===== config.mk =====
export PLATFORM = sky130hd
export DESIGN_NAME = seq_div
export DESIGN_NICKNAME = d
export VERILOG_FILES = /design/src/rtl/seq_div.sv
export SDC_FILE = /design/constraint.sdc
export NUM_CORES = 1
export LEC_CHECK = 0
export BUFFER_PORTS_ARGS = -buffer_cell sky130_fd_sc_hd__buf_2
export CORE_ASPECT_RATIO = 0.5
export CORE_MARGIN = 1.5
export CORE_UTILIZATION = 40
export DETAILED_ROUTE_END_ITERATION = 8
export HOLD_SLACK_MARGIN = 0.15
export MAX_ROUTING_LAYER = met4
export PLACE_DENSITY = 0.62
export SETUP_SLACK_MARGIN = 0.2
export SYNTH_ARGS = -nofsm -noshare
export SYNTH_HDL_FRONTEND = slang
export SYNTH_SLANG_ARGS = --single-unit

===== constraint.sdc =====
create_clock -name clk -period 2.83 [get_ports clk]
set_input_delay 0.1415 -clock clk [delete_from_list [all_inputs] [get_ports clk]]
set_output_delay 0.1415 -clock clk [all_outputs]
set_load 0.05 [all_outputs]

===== src/rtl/seq_div.sv =====
// Sequential restoring divider: operands loaded byte-wise from sw by button strobes,
// one quotient bit produced per clock, results held on registered outputs.
module seq_div #(
    parameter int DW = 16,
    parameter int VW = 8
) (
    input  logic          clk,
    input  logic          rst_n,
    input  logic [VW-1:0] sw,
    input  logic [3:0]    btn,
    output logic [DW-1:0] quo,
    output logic [VW-1:0] rem,
    output logic          busy,
    output logic          done,
    output logic          dbz
);

    localparam int CW = $clog2(DW);

    typedef enum logic [1:0] {
        IDLE = 2'd0,
        CALC = 2'd1,
        DONE = 2'd2
    } state_t;

    state_t        state, state_nx;
    logic [DW-1:0] dividend, dividend_ld;
    logic [VW-1:0] divisor;
    logic [DW-1:0] wq, wq_nx;
    logic [VW-1:0] prem, prem_nx;
    logic [VW:0]   t, t_sub;
    logic [CW-1:0] cnt;
    logic          btn3_q;
    logic          start_pulse;
    logic          qbit;
    logic          last;

    always_comb begin
        start_pulse = btn[3] & ~btn3_q;
        last        = (cnt == CW'(DW - 1));

        // One restoring step: the partial remainder keeps its carry bit through the compare.
        t     = {prem, wq[DW-1]};
        t_sub = t - {1'b0, divisor};
        if (t >= {1'b0, divisor}) begin
            qbit    = 1'b1;
            prem_nx = t_sub[VW-1:0];
        end else begin
            qbit    = 1'b0;
            prem_nx = t[VW-1:0];
        end
        wq_nx = {wq[DW-2:0], qbit};

        dividend_ld = dividend;
        for (int b = 0; b < 2; b++) begin
            if (b < DW / 8 && btn[b]) dividend_ld[b*8 +: 8] = sw;
        end

        state_nx = state;
        case (state)
            IDLE: begin
                if (start_pulse) state_nx = (divisor == '0) ? DONE : CALC;
            end
            CALC: begin
                if (last) state_nx = DONE;
            end
            DONE: state_nx = IDLE;
            default: state_nx = IDLE;
        endcase
    end

    always_ff @(posedge clk) begin
        if (!rst_n) begin
            state    <= IDLE;
            dividend <= '0;
            divisor  <= '0;
            wq       <= '0;
            prem     <= '0;
            cnt      <= '0;
            btn3_q   <= 1'b0;
            quo      <= '0;
            rem      <= '0;
            dbz      <= 1'b0;
            done     <= 1'b0;
            busy     <= 1'b0;
        end else begin
            btn3_q <= btn[3];
            state  <= state_nx;
            done   <= (state_nx == DONE);
            busy   <= (state_nx == CALC);
            case (state)
                IDLE: begin
                    dividend <= dividend_ld;
                    if (btn[2]) divisor <= sw;
                    if (start_pulse) begin
                        if (divisor == '0) begin
                            quo <= '1;
                            rem <= dividend[VW-1:0];
                            dbz <= 1'b1;
                        end else begin
                            dbz  <= 1'b0;
                            wq   <= dividend;
                            prem <= '0;
                            cnt  <= '0;
                        end
                    end
                end
                CALC: begin
                    wq   <= wq_nx;
                    prem <= prem_nx;
                    cnt  <= cnt + CW'(1);
                    if (last) begin
                        quo <= wq_nx;
                        rem <= prem_nx;
                    end
                end
                default: ;
            endcase
        end
    end

endmodule


==> results.ini <==
[synth]
yosysMostFrequentCell=nand2_1
synth-edff-count=0
yosys-top-cells-count=nand2_1, dfxtp_1, nor2_1, a21boi_0, o211a_1
ys.flop_type=dfxtp_1
netlist.area_leader.share_pct=44.4
syn_area_um2=3700
synthesis.nets=464
yosysUniqueCellTypes=43
seq_area_frac_synth_pct=44.4
yosysWarnings=0
synth_area_leaders=dfxtp_1, nand2_1, o211a_1
synth_cells=440
synth_top_cell_by_area=dfxtp_1
async_flop_share_pct=0
ys_seq_elements=82
synth.avg_cell_area_um2=8.41

[timing]
fin_crit_ps=2130
tightest_slew_ps=699
final-setup-viol-count=0
hold_viol=0
finClkSkew_ps=10.0
timing.setup.tns_ps=0
relSlewSlack_pct=53.2
fmax_mhz=470
maxSlewViolCount=0
post-route-period-util_pct=75.2
layout_setup_ws_ps=703
fin_hold_ws_ps=274
rsz0062_at_grt=false

[layout]
num_antenna_cells=0
nNetsFinal=501
drive_gt1_share_pct=13.3
final_cells=598
area_growth_syn_to_layout_pct=18.9

[global_routing]
grt_pass1_vias=2915
overflow=0
antenna_found_initial=0
grt_pass1_wl_um=14700
grtUsageTotal_pct=19.6
grt_max_degree=52

[drt]
drt-total-wl_um=8770
drt_iter0_drc=193
drt_first_pass_iters=4
drc=0
via_per_inst=5.11
detail-route-antenna-nets=0
wl_per_cell_um=14.7
num_vias=3057

[place]
dpl.hpwl_um=5990
dp_slack_ps=735
gp_congestion=0.907
dpl.cell_count=574
port_buffers=40

[worst_setup_path]
crit_path_start_kind=flop
crit_path_end_kind=flop
r2r_cells=8
slowest_delay_ps=370
crit_type=flop to flop
slowest_stage=a21oi_1
required_ps=3040
critical_path_arrival_ps=2340
worstPathCellList=inv_1, ha_1, a21oi_1, o221ai_1, a21oi_1, nor2_1, a31oi_1, a31oi_1
worstPathMaxFanout=7

[pwr]
p_leak_nw=2.06
powerDensity_nw_per_um2=823
ir_drop_mv=0.363

[clocking]
cts_tree=yes
path_clk_slew_ps=60
h-tree-depth=3
root_buffer=clkbuf_16
cts_resized=0
postCtsSetupRepairBufs=0
numCtsBuffers=9
cts_buffer_depth=2
postCtsHoldBufs=9
cts.sinks=82
clkLatencyLatePin_ps=340

[floorplan]
chipHeight_um=71.0
die_x_um=139
rows=24
die_area_um2=9870
initial_core_util_pct=41.9
ios=41
core_area_um2=8830

[status]
status=complete, no violations

[worst_hold_path]
hold_depth=4
hold_path_class=input port to flop

[job]
cap_violations=0

==> cell families after synthesis <==
logic type               synth area share (%)
adder cells (fa/ha/maj)                  3.58
XOR/XNOR                                 1.42
AND/OR/NAND/NOR                          21.0
AO/OA/AOI/OAI                            23.6
multiplexers                            0.845
buffers and inverters                    5.21
flip-flops                               44.4
==> worst max-delay path, delay by kind of cell, from the launching register on <==
kind	cells	cell delay [ps]
buffers and inverters	1	50
adder cells (fa/ha/maj)	1	340
AO/OA/AOI/OAI	5	1140
flip-flops	1	340
AND/OR/NAND/NOR	1	130
==> final cells by class <==
cell class	instances	area, um^2
Sequential cell	82	1640
Tap cell	117	146
Clock buffer	11	243
Clock inverter	4	98.8
Inverter	12	45.0
Multi-Input combinational cell	317	1870
Fill cell	842	4430
Timing Repair Buffer	55	360
==> report_power, final <==
part           internal, mW  switching (mW)  total (mW)
sequential             1.28          0.0902        1.37
clock                 0.884           0.450        1.33
combinational         0.323           0.593       0.916
total                  2.49            1.13        3.62
==> routing by layer <==
| layer | global-route usage, % | part of all wire (%) | vias to the layer above |
|---|---|---|---|
| met5 | - | 0 | - |
| met4 | 5.56 | 1.0 | 0 |
| met3 | 6.03 | 4.5 | 6 |
| met2 | 27.0 | 41 | 68 |
| met1 | 27.4 | 54 | 1397 |
| li1 | - | - | 1586 |
==> state kept, by name (all words and copies together) (netlist names) <==
signal	count
dividend	16
cnt	4
btn3_q	1
dbz	1
done	1
wq	16
busy	1
prem	8
rem	8
quo	16
divisor	8
state	2
==> layout by cell type (no fill, tap or decap), types with 10 or more instances in the layout <==
master,netlist,layout
inv_1,12,12
nand3_1,12,12
dfxtp_1,82,82
a21oi_1,10,10
nand2_1,102,102
buf_2,7,40
a21boi_0,26,26
o211a_1,25,25
nor2_1,44,44
==> per-stage QoR <==
step                utilization, %  total power [mW]  instance area [um^2]
floorplan                        -              2.10                  3700
global placement              45.0              2.29                  3970
detailed placement            45.0              2.30                  3970
CTS                           49.9              3.65                  4400
global route                  49.9              3.83                  4400
finish                        49.9              3.62                  4400
==> worst paths after layout <==
check	startpoint	to	slack [ps]
hold / removal	btn[0]	dividend[4]	270
setup / recovery	divisor[4]	rem[6]	700
hold reg to reg	prem[7]	prem[7]	450
setup reg to reg	divisor[4]	rem[6]	700
No activity file was read; power rests on OpenSTA's default activity.
